===== src/rtl/axi_bus_arbiter.sv =====
// Arbitrates instruction-fetch and load/store requests onto one AXI master port.
// Single outstanding transaction. Define AXI_ARB_RR_EN for round-robin data/inst arbitration.
module axi_bus_arbiter #(
    parameter int unsigned ADDR_W = 32,
    parameter int unsigned DATA_W = 32
) (
    input  logic                aclk,
    input  logic                aresetn,
    // instruction fetch requester
    input  logic                inst_req,
    input  logic [ADDR_W-1:0]   inst_addr,
    output logic                inst_addr_ok,
    output logic                inst_valid,
    output logic [DATA_W-1:0]   inst_rdata,
    // load/store requester
    input  logic                data_req,
    input  logic                data_wr,
    input  logic [ADDR_W-1:0]   data_addr,
    input  logic [DATA_W-1:0]   data_wdata,
    input  logic [DATA_W/8-1:0] data_wstrb,
    output logic                data_addr_ok,
    output logic                data_data_ok,
    output logic [DATA_W-1:0]   data_rdata,
    // AXI read channels
    output logic [ADDR_W-1:0]   araddr,
    output logic                arvalid,
    input  logic                arready,
    input  logic [DATA_W-1:0]   rdata,
    input  logic                rvalid,
    input  logic                rlast,
    output logic                rready,
    // AXI write channels
    output logic [ADDR_W-1:0]   awaddr,
    output logic                awvalid,
    input  logic                awready,
    output logic [DATA_W-1:0]   wdata,
    output logic [DATA_W/8-1:0] wstrb,
    output logic                wvalid,
    input  logic                wready,
    input  logic                bvalid,
    output logic                bready
);

    localparam int unsigned STRB_W = DATA_W / 8;

    typedef enum logic [2:0] {StIdle, StAr, StR, StAwW, StB} state_e;

    state_e              state_q;
    logic                owner_q;   // 1: data requester owns the transaction
    logic [ADDR_W-1:0]   addr_q;
    logic [DATA_W-1:0]   wdata_q;
    logic [STRB_W-1:0]   wstrb_q;
    logic                aw_done_q;
    logic                w_done_q;

    logic idle, data_win, inst_win;
    logic aw_fin, w_fin, r_done, data_rd_ok;

    assign idle = (state_q == StIdle) && aresetn;

`ifdef AXI_ARB_RR_EN
    logic ptr_q;   // 1: inst is favoured on the next contended grant
    assign data_win = idle && data_req && (!inst_req || !ptr_q);
`else
    assign data_win = idle && data_req;
`endif
    assign inst_win = idle && inst_req && !data_win;

    assign inst_addr_ok = inst_win;
    assign data_addr_ok = data_win;

    assign arvalid = (state_q == StAr);
    assign araddr  = addr_q;
    assign rready  = (state_q == StR);
    assign awvalid = (state_q == StAwW) && !aw_done_q;
    assign wvalid  = (state_q == StAwW) && !w_done_q;
    assign awaddr  = addr_q;
    assign wdata   = wdata_q;
    assign wstrb   = wstrb_q;
    assign bready  = (state_q == StB);

    // A handshake counts whether it happened earlier or in this very cycle.
    assign aw_fin = aw_done_q || (awvalid && awready);
    assign w_fin  = w_done_q || (wvalid && wready);

    // Completions are gated by reset so an abandoned transaction never reports back.
    assign r_done       = (state_q == StR) && rvalid && rlast && aresetn;
    assign inst_valid   = r_done && !owner_q;
    assign data_rd_ok   = r_done && owner_q;
    assign inst_rdata   = inst_valid ? rdata : '0;
    assign data_rdata   = data_rd_ok ? rdata : '0;
    assign data_data_ok = data_rd_ok || ((state_q == StB) && bvalid && aresetn);

    always_ff @(posedge aclk) begin
        if (!aresetn) begin
            state_q   <= StIdle;
            owner_q   <= 1'b0;
            addr_q    <= '0;
            wdata_q   <= '0;
            wstrb_q   <= '0;
            aw_done_q <= 1'b0;
            w_done_q  <= 1'b0;
`ifdef AXI_ARB_RR_EN
            ptr_q     <= 1'b0;
`endif
        end else begin
            unique case (state_q)
                StIdle: begin
                    aw_done_q <= 1'b0;
                    w_done_q  <= 1'b0;
                    if (data_win) begin
                        owner_q <= 1'b1;
                        addr_q  <= data_addr;
                        wdata_q <= data_wdata;
                        wstrb_q <= data_wstrb;
                        state_q <= data_wr ? StAwW : StAr;
                    end else if (inst_win) begin
                        owner_q <= 1'b0;
                        addr_q  <= inst_addr;
                        state_q <= StAr;
                    end
`ifdef AXI_ARB_RR_EN
                    if (data_win || inst_win) begin
                        ptr_q <= data_win;
                    end
`endif
                end
                StAr: begin
                    if (arready) begin
                        state_q <= StR;
                    end
                end
                StR: begin
                    if (rvalid && rlast) begin
                        state_q <= StIdle;
                    end
                end
                StAwW: begin
                    if (aw_fin && w_fin) begin
                        aw_done_q <= 1'b0;
                        w_done_q  <= 1'b0;
                        state_q   <= StB;
                    end else begin
                        aw_done_q <= aw_fin;
                        w_done_q  <= w_fin;
                    end
                end
                StB: begin
                    if (bvalid) begin
                        state_q <= StIdle;
                    end
                end
                default: state_q <= StIdle;
            endcase
        end
    end

endmodule


===== config.mk =====
export PLATFORM = sky130hd
export DESIGN_NAME = axi_bus_arbiter
export DESIGN_NICKNAME = d
export VERILOG_FILES = /design/src/rtl/axi_bus_arbiter.sv
export SDC_FILE = /design/constraint.sdc
export NUM_CORES = 1
export LEC_CHECK = 0
export BUFFER_PORTS_ARGS = -buffer_cell sky130_fd_sc_hd__buf_2
export CORE_AREA = 2 2 123 125
export CTS_BUF_LIST = sky130_fd_sc_hd__clkbuf_8
export CTS_CLUSTER_DIAMETER = 150
export DETAILED_ROUTE_END_ITERATION = 8
export DIE_AREA = 0 0 125 127
export SLEW_MARGIN = 30
export SYNTH_ARGS = -nofsm -noshare
export SYNTH_HDL_FRONTEND = slang
export SYNTH_SLANG_ARGS = --single-unit

===== constraint.sdc =====
create_clock -name aclk -period 1.8 [get_ports aclk]
set_input_delay 0.09 -clock aclk [delete_from_list [all_inputs] [get_ports aclk]]
set_output_delay 0.09 -clock aclk [all_outputs]
set_load 0.03 [all_outputs]

==> results of run 1 <==
through the flow:
stage | setup TNS [ns] | setup slack (ns) | cell area [um^2] | instances
after global routing | -5.91 | -0.129 | 7050 | 1012
after floorplan | 0 | 0.193 | 3760 | 455
final | -0.722 | -0.0411 | 7050 | 1012
after detailed placement | 0 | 0.151 | 5220 | 898
after global placement | 0 | 0.208 | 5220 | 898
after CTS | -1.30 | -0.0435 | 6810 | 1006
cell usage in the layout, fill, tap and decap left out:
cell type,count
a21boi_0,3
a21oi_1,33
a31o_2,2
and2_1,34
and2_4,34
and3b_1,1
and4b_1,1
and4bb_4,1
buf_12,4
buf_16,1
buf_2,248
buf_4,10
buf_6,67
bufbuf_16,1
bufinv_16,2
clkbuf_16,4
clkbuf_8,12
dfxtp_1,71
dfxtp_2,1
dfxtp_4,2
dlygate4sd3_1,89
inv_1,1
inv_6,1
mux2i_1,33
nand2_1,80
nand2b_4,1
nand3_1,1
nand3b_1,1
nor2_1,6
nor2_4,1
nor2b_1,1
nor3_1,2
nor3b_1,1
nor4b_4,1
o211ai_1,1
o21a_2,1
o21ai_0,65
o21ai_1,7
o21bai_1,2
o221ai_1,1
worst paths after layout:
kind | start | end | slack [ns] | depth (start not counted)
worst max-delay path | state_q[2]$_SDFFE_PN0P_ | inst_rdata[15] | -0.04 | 6
worst min-delay path | inst_addr[23] | araddr[23]$_SDFFE_PN0P_ | 0.02 | 3
worst max register to register | state_q[1]$_SDFFE_PN0P_ | araddr[11]$_SDFFE_PN0P_ | 0.12 | 6
worst min register to register | wdata[27]$_SDFFE_PN0P_ | wdata[27]$_SDFFE_PN0P_ | 0.45 | 2
report_power, final:
part	switching (mW)	leakage, nW	internal [mW]
Combinational	1.14	2.70	0.729
Sequential	0.135	0.611	1.83
Clock	0.648	0.124	0.895
flip-flops by register name (all words and copies together), names as in the netlist:
| signal | flops |
|---|---|
| wdata | 32 |
| aw_done_q | 1 |
| owner_q | 1 |
| araddr | 32 |
| w_done_q | 1 |
| wstrb | 4 |
| state_q | 3 |
routing by layer:
| layer | track usage [%] | part of all wire, % | wire, um |
|---|---|---|---|
| met4 | 4.64 | 1.5 | 225 |
| met3 | 5.40 | 6.2 | 918 |
| met5 | 0 | 0 | 0 |
| met1 | 19.9 | 42 | 6220 |
| met2 | 29.1 | 51 | 7530 |
worst max-delay path, cell delays in order (launching register included):
cell and delay [ns]:
dfxtp_4 0.36, nand2b_4 0.15, nor2_4 0.08, and4bb_4 0.34, buf_6 0.17, and2_4 0.16, buf_6 0.12
area by class of cell:
type / instances / area (um^2) / area share [%]
Clock buffer: 12 / 165 / 2.34
Clock inverter: 4 / 72.6 / 1.03
Multi-Input combinational cell: 314 / 1890 / 26.8
Sequential cell: 74 / 1490 / 21.1
Tap cell: 184 / 230 / 3.27
Timing Repair Buffer: 424 / 3200 / 45.4
cells by family (layout without fill, tap and decap cells):
group / after synthesis / after routing
AND/OR/NAND/NOR: 166 / 166
AO/OA/AOI/OAI: 115 / 115
multiplexers: 33 / 33
buffers and inverters: 67 / 440
flip-flops: 74 / 74
cell usage after synthesis (3+ instances only):
cell | instances | area [um^2]
a21boi_0 | 3 | 22.5
a21oi_1 | 33 | 165
and2_1 | 68 | 425
buf_12 | 3 | 60.1
buf_2 | 6 | 30.0
buf_4 | 33 | 248
buf_6 | 6 | 67.6
clkbuf_1 | 14 | 52.6
clkbuf_2 | 3 | 15.0
dfxtp_1 | 74 | 1480
mux2i_1 | 33 | 330
nand2_1 | 80 | 300
nor2_1 | 7 | 26.3
o21ai_0 | 65 | 325
o21ai_1 | 7 | 35.0
what timing repair did:
item                                    in CTS  in global routing
hold buffers                                89                  0
gates cloned                                 1                  5
endpoints found under the setup margin      67                 70
hold endpoints to repair                    65                  0
setup buffers                                2                  1
pin swaps                                    1                 22
resized for setup                          134                 43
==> impl_metrics.ini, run 1 <==
[run_status]
run_status = complete, but fails checks
violations = negative setup slack

[synthesis]
synthMuxAreaShare_pct = 8.79
ys.flop_type = dfxtp_1
synthArstFlopShare_pct = 0
synth_cell_types = 32
synthCells = 455
yosysSeqAreaShare_pct = 39.4
synth_compound_area_share_pct = 16.1
synth_top_family_by_area = simple AND/OR/NAND/NOR gates
syn_nets = 598
synth-edff-count = 0
syn_area_mm2 = 0.00376
avgSynthCellArea_um2 = 8.26
yosys.area_share.xor_xnor_pct = 0
synth_seq_cells = 74
synth_warnings = 0
synth-simple-area-share_pct = 22.6
synth_adder_area_share_pct = 0

[cts]
insertion_delay_ns = 0.36
clk_path_buf_depth = 2
cts-root-buf = clkbuf_8
cts_tree = built
numCtsBuffers = 9
cts.clk_slew.worst_paths_ns = 0.08
clock_sinks = 74
h-tree-depth = 3

[sta]
maxSlewViolCount = 0
slew_headroom_pct = 70.3
layout_setup_ws_ns = -0.0411
finClkSkew_ns = 0.0109
finalHoldViolCount = 0
worstMarginPinSlew_ns = 0.445
holdWs_ns = 0.0248
fmax_mhz = 543
rsz0062_at_grt = true
setup_viol = 32
layout_worst_path_cycle_share_pct = 102
finalCriticalPeriod_ns = 1.84

[die]
die_h_um = 127
start_util_pct = 26.0
rows = 44
fp.coreArea_mm2 = 0.0144
die_w_um = 125
io_pins = 316
die-area_mm2 = 0.0159

[worst_setup_path]
start_kind = flop
cp.arrival_ns = 1.75
cp_max_fo = 8
crit_type = reg2out
cp-end-kind = output port
required_ns = 1.71

[layout]
nets = 966
final_util_pct = 48.9
fillers = 1350
diodes = 0
syn_to_final_growth_pct = 87.6
drive_gt1_share_pct = 47.6

[place]
dpl.hpwl_um = 8770
io_buffers = 315
gp_congestion = 0.733

[grt]
globalRouteOverflowTotal = 0
antenna_found_initial = 0
grt_max_degree = 67
grt_pass1_vias = 4264
grtUsageTotal_pct = 16.7
grt_pass1_wl_um = 21500

[drt]
firstDrtPassIters = 4
ant_nets = 0
via_per_inst = 4.37
routed_wl_um = 14900
vias = 4423
wl_per_cell_um = 14.7
drt_iter0_drc = 198
drc = 0

[flow_run]
drv_cap = 0

[power_and_ir_drop]
powerDensity_mw_per_mm2 = 764
totalPowerFinal_mw = 5.38
p_leak_nw = 3.44
vdd_ir_drop_max_v = 0.000634

[worst_hold_path]
holdCritPathClass = in2reg
(Power assumes the default switching activity.)
==> run 2: changes to the inputs <==
--- a/config.mk
+++ b/config.mk
@@ -5,6 +5,7 @@
 export SDC_FILE = /design/constraint.sdc
 export NUM_CORES = 1
 export LEC_CHECK = 0
+export ABC_AREA = 1
 export BUFFER_PORTS_ARGS = -buffer_cell sky130_fd_sc_hd__buf_2
 export CORE_AREA = 2 2 123 125
 export CTS_BUF_LIST = sky130_fd_sc_hd__clkbuf_8
==> impl_metrics.ini, run 2 <==
[synthesis]
avgSynthCellArea_um2 = 6.27
synthCells = 602
syn_area_mm2 = 0.00378
synth_top_area_share_pct = 39.2
synth_cell_types = 22
synth_seq_cells = 74
syn_nets = 745
ys_top_cells_by_area = dfxtp_1 39%, nand2_1 18%, nor2_1 14%
yosysSeqAreaShare_pct = 39.2
synth_common_cells = 183 x nand2_1, 138 x nor2_1, 74 x dfxtp_1, 46 x nand3_1, 45 x inv_1
synth.most_common_cell = nand2_1
ys.flop_type = dfxtp_1
yosysTopAreaCell = dfxtp_1
synth_warnings = 0
synthArstFlopShare_pct = 0
synth-edff-count = 0

[power_and_ir_drop]
p_leak_nw = 3.82
totalPowerFinal_mw = 7.08
powerDensity_mw_per_mm2 = 1040
vdd_ir_drop_max_v = 0.000550

[sta]
fmax_mhz = 525
finalHoldViolCount = 0
layout_setup_ws_ns = -0.103
worstMarginPinSlew_ns = 0.592
slew_headroom_pct = 60.5
setup_viol = 54
rsz0062_at_grt = true
finalCriticalPeriod_ns = 1.90
maxSlewViolCount = 0
layout_worst_path_cycle_share_pct = 106
finalSetupTns_ns = -1.78
finClkSkew_ns = 0.00898

[cts]
numCtsBuffers = 9
h-tree-depth = 3
cts.clk_slew.worst_paths_ns = 0.08
clock_sinks = 74
clk_path_buf_depth = 2
cts-root-buf = clkbuf_8
cts_tree = built
insertion_delay_ns = 0.36

[place]
gp_congestion = 0.822
dpl.hpwl_um = 10500
io_buffers = 315
placed_cells = 1045

[layout]
multi_input_area_mm2 = 0.00197
syn_to_final_growth_pct = 80.8
final_cell_mix = 248 x buf_2, 181 x nand2_1, 100 x nor2_1
instances_no_fill = 1129
final_common_cell = buf_2
regArea_mm2 = 0.00149
nets = 1078
final_util_pct = 47.3
drive_gt1_share_pct = 44.1
fillers = 1436

[die]
rows = 44
start_util_pct = 26.2
io_pins = 316
fp.coreArea_mm2 = 0.0144
die-area_mm2 = 0.0159
die_w_um = 125
die_h_um = 127

[worst_hold_path]
holdCritPathClass = in2reg

[worst_setup_path]
cp-end-kind = output port
cp_max_fo = 17
start_kind = flop
cp.arrival_ns = 1.81
crit_type = reg2out
rrSetupSlack_ns = 0.18
required_ns = 1.71

[grt]
globalRouteOverflowTotal = 0
grt_pass1_vias = 4747
grt_pass1_wl_um = 23700
grt_max_degree = 57
grtUsageTotal_pct = 18.6
antenna_found_initial = 5

[drt]
vias = 5022
wl_per_cell_um = 14.5
firstDrtPassIters = 4
routed_wl_um = 16400
via_per_inst = 4.45
drt_iter0_drc = 209
drc = 0
ant_nets = 0

[run_status]
violations = negative setup slack
run_status = complete, but fails checks

[flow_run]
drv_cap = 0
## run 2: changes by cell type in the layout (fill, tap and decap cells not counted), sizes merged, moves of 7 or more
| cell | previous run | this run |
|---|---|---|
| o21ai | 72 | 34 |
| nand3 | 1 | 47 |
| inv | 2 | 54 |
| nand2 | 80 | 184 |
| nor2 | 7 | 140 |
| dlygate4sd3 | 89 | 45 |
| a21oi | 33 | 2 |
| buf | 330 | 337 |
| and2 | 68 | 0 |
| mux2i | 33 | 0 |
## run 2: repair_timing
item | in CTS | in global routing
gates cloned | 4 | 3
gates resized for setup | 128 | 100
setup endpoints to repair | 66 | 84
buffers inserted | 9 | 3
hold buffers | 45 | 0
hold endpoints to repair | 44 | 0
## run 2: final cells by class
cell class	count	area share [%]
antenna	5	0.183
tap	184	3.37
clock buffer	9	1.81
timing repair buffer	385	38.7
timing repair inverter	3	0.531
sequential	74	21.8
multi-input combinational	413	28.8
clock inverter	7	1.81
inverter	49	3.00
## run 2: kinds of logic after synthesis
| family | Yosys count | synth area share, % |
|---|---|---|
| AND/OR/NAND/NOR | 374 | 39.5 |
| buffers and inverters | 115 | 15.8 |
| flip-flops | 74 | 39.2 |
| AO/OA/AOI/OAI | 39 | 5.43 |
## run 2: worst paths after layout
kind | startpoint | end | cells after the start
setup / recovery | state_q[1]$_SDFFE_PN0P_ | data_rdata[26] | 9
setup reg to reg | state_q[2]$_SDFFE_PN0P_ | state_q[1]$_SDFFE_PN0P_ | 10
hold reg to reg | wstrb[0]$_SDFFE_PN0P_ | wstrb[0]$_SDFFE_PN0P_ | 2
hold / removal | data_addr[15] | araddr[15]$_SDFFE_PN0P_ | 5
## run 2: routing by layer
| layer | up-vias | track usage (%) | routed length [um] |
|---|---|---|---|
| met5 | - | 0 | 0 |
| met4 | 0 | 8.30 | 562 |
| met3 | 37 | 5.53 | 1230 |
| met2 | 230 | 34.2 | 8260 |
| met1 | 2279 | 19.6 | 6310 |
| li1 | 2476 | - | - |
## run 2: per-stage QoR
step / hold slack [ns] / cell area, um^2 / setup slack, ns
after floorplan: 0.201 / 3780 / -0.104
after global placement: 0.285 / 5260 / 0.0115
after detailed placement: 0.287 / 5260 / -0.0108
after CTS: 0.0000467 / 6490 / -0.121
after global routing: 0.0315 / 6830 / -0.211
final: 0.0277 / 6830 / -0.103
## run 2: worst max-delay path, stage by stage (launching register included)
cell     delay (ns)
dfxtp_4        0.38
inv_4          0.04
nor2_4         0.10
nand2_4        0.07
nor3_4         0.14
buf_4          0.15
nand2_4        0.07
buf_12         0.17
nor2_1         0.15
buf_4          0.19
## run 2: report_power, final
group          internal, mW  switching [mW]  leakage, nW
Sequential             1.99           0.245        0.611
Combinational          1.05            2.20         3.09
Clock                 0.932           0.668        0.120
==> run 3: changes to the inputs <==
--- a/config.mk
+++ b/config.mk
@@ -7,11 +7,11 @@
 export LEC_CHECK = 0
 export ABC_AREA = 1
 export BUFFER_PORTS_ARGS = -buffer_cell sky130_fd_sc_hd__buf_2
-export CORE_AREA = 2 2 123 125
+export CORE_AREA = 2 2 122 124
 export CTS_BUF_LIST = sky130_fd_sc_hd__clkbuf_8
 export CTS_CLUSTER_DIAMETER = 150
 export DETAILED_ROUTE_END_ITERATION = 8
-export DIE_AREA = 0 0 125 127
+export DIE_AREA = 0 0 124 126
 export SLEW_MARGIN = 30
 export SYNTH_ARGS = -nofsm -noshare
 export SYNTH_HDL_FRONTEND = slang
==> constraint.sdc (replaced) <==
create_clock -name aclk -period 2.5 [get_ports aclk]
set_input_delay 0.125 -clock aclk [delete_from_list [all_inputs] [get_ports aclk]]
set_output_delay 0.125 -clock aclk [all_outputs]
set_load 0.03 [all_outputs]
==> impl_metrics.ini, run 3 (same netlist as run 2, synthesis figures left out) <==
[drt]
drt_iter0_drc = 172
drc = 0
via_per_inst = 4.21
ant_nets = 0
vias = 4608
firstDrtPassIters = 4
wl_per_cell_um = 13.1
routed_wl_um = 14400

[sta]
slew_headroom_pct = 54.6
setup_viol = 0
finalSetupTns_ns = 0
finalCriticalPeriod_ns = 2.24
fmax_mhz = 446
maxSlewViolCount = 0
rsz0062_at_grt = false
holdWs_ns = 0.0558
layout_setup_ws_ns = 0.257
worstMarginPinSlew_ns = 0.681
layout_worst_path_cycle_share_pct = 89.7
finClkSkew_ns = 0.0109
finalHoldViolCount = 0

[worst_hold_path]
holdCritPathClass = in2reg
holdPathStages = 5

[grt]
grt_pass1_wl_um = 21500
grt_pass1_vias = 4323
antenna_found_initial = 1
grtUsageTotal_pct = 17.8
globalRouteOverflowTotal = 0
grt_max_degree = 68

[cts]
insertion_delay_ns = 0.36
cts.clk_slew.worst_paths_ns = 0.08
numCtsBuffers = 9
clock_sinks = 74
cts_tree = built
h-tree-depth = 3
cts-root-buf = clkbuf_8
clk_path_buf_depth = 2

[run_status]
run_status = completed

[layout]
nets = 1049
regArea_mm2 = 0.00148
final_util_pct = 40.6
instances_no_fill = 1095
final_cell_mix = 315 x buf_2, 183 x nand2_1, 138 x nor2_1
final_common_cell = buf_2
drive_gt1_share_pct = 38.1
multi_input_area_mm2 = 0.00170
syn_to_final_growth_pct = 53.9
fillers = 1554

[die]
die_w_um = 124
fp.coreArea_mm2 = 0.0143
start_util_pct = 26.4
rows = 44
die_h_um = 126
die-area_mm2 = 0.0156
io_pins = 316

[worst_setup_path]
cp-end-kind = output port
required_ns = 2.38
cp_max_fo = 15
r2r_cells = 8
start_kind = flop
cp.arrival_ns = 2.12
crit_type = reg2out

[place]
pre_cts_ws_ns = 0.611
gp_congestion = 0.815
dpl.hpwl_um = 10500
placed_cells = 1043
io_buffers = 315

[flow_run]
drv_cap = 0

[power_and_ir_drop]
vdd_ir_drop_max_v = 0.000400
powerDensity_mw_per_mm2 = 796
p_leak_nw = 3.58
run 3: cell types whose count changed in the layout (fill, tap and decap cells not counted), sizes merged, moves of 2 or more:
cell / change
clkinv: +2
diode: -4
buf: -14
bufinv: -2
dlygate4sd3: -9
inv: -4
run 3: critical path, cell delays in order, from the launching register on:
cell     delay, ns
dfxtp_1       0.43
inv_1         0.08
nor2_1        0.12
nand2_1       0.09
nor3_2        0.13
nand2_1       0.33
buf_4         0.29
nor2_1        0.09
buf_2         0.20
run 3: through the flow:
stage               area (um^2)  total power [mW]
finish                     5810              4.63
global route               5810              4.95
CTS                        5810              4.69
detailed placement         5260              3.70
global placement           5260              3.69
floorplan                  3780              3.19
run 3: what timing repair did:
action | CTS | global route
hold buffers | 36 | 0
gates resized for setup | 0 | 0
setup endpoints to repair | 0 | 0
setup buffers | 0 | 0
endpoints found under the hold margin | 36 | 0
run 3: worst paths after layout:
kind | startpoint | to | slack (ns)
max | state_q[1]$_SDFFE_PN0P_ | data_rdata[5] | 0.26
max reg2reg | state_q[2]$_SDFFE_PN0P_ | araddr[25]$_SDFFE_PN0P_ | 0.65
min reg2reg | wdata[20]$_SDFFE_PN0P_ | wdata[20]$_SDFFE_PN0P_ | 0.46
min | data_addr[16] | araddr[16]$_SDFFE_PN0P_ | 0.06
run 3: layout make-up:
class                   count  share of cell area (%)
flip-flops and latches     74                    25.5
multi-input cells         413                    29.2
well taps                 184                    3.96
clock inverters             5                   0.969
inverters                  49                    3.16
clock buffers              10                    2.37
repair buffers            359                    34.8
diodes                      1                  0.0430
run 3: routing by layer:
metal / vias up / part of all wire (%) / GRT usage, %
met1: 1997 / 38 / 18.5
met3: 15 / 8.5 / 5.57
met4: 2 / 1.2 / 4.82
met2: 189 / 52 / 33.9
li1: 2405 / - / -
met5: - / 0.090 / 0
run 3: where the power goes:
part           switching (mW)  leakage (nW)  internal, mW
sequential              0.170         0.610          1.43
clock                   0.454         0.104         0.481
combinational            1.48          2.87         0.611
total                    2.10          3.58          2.53
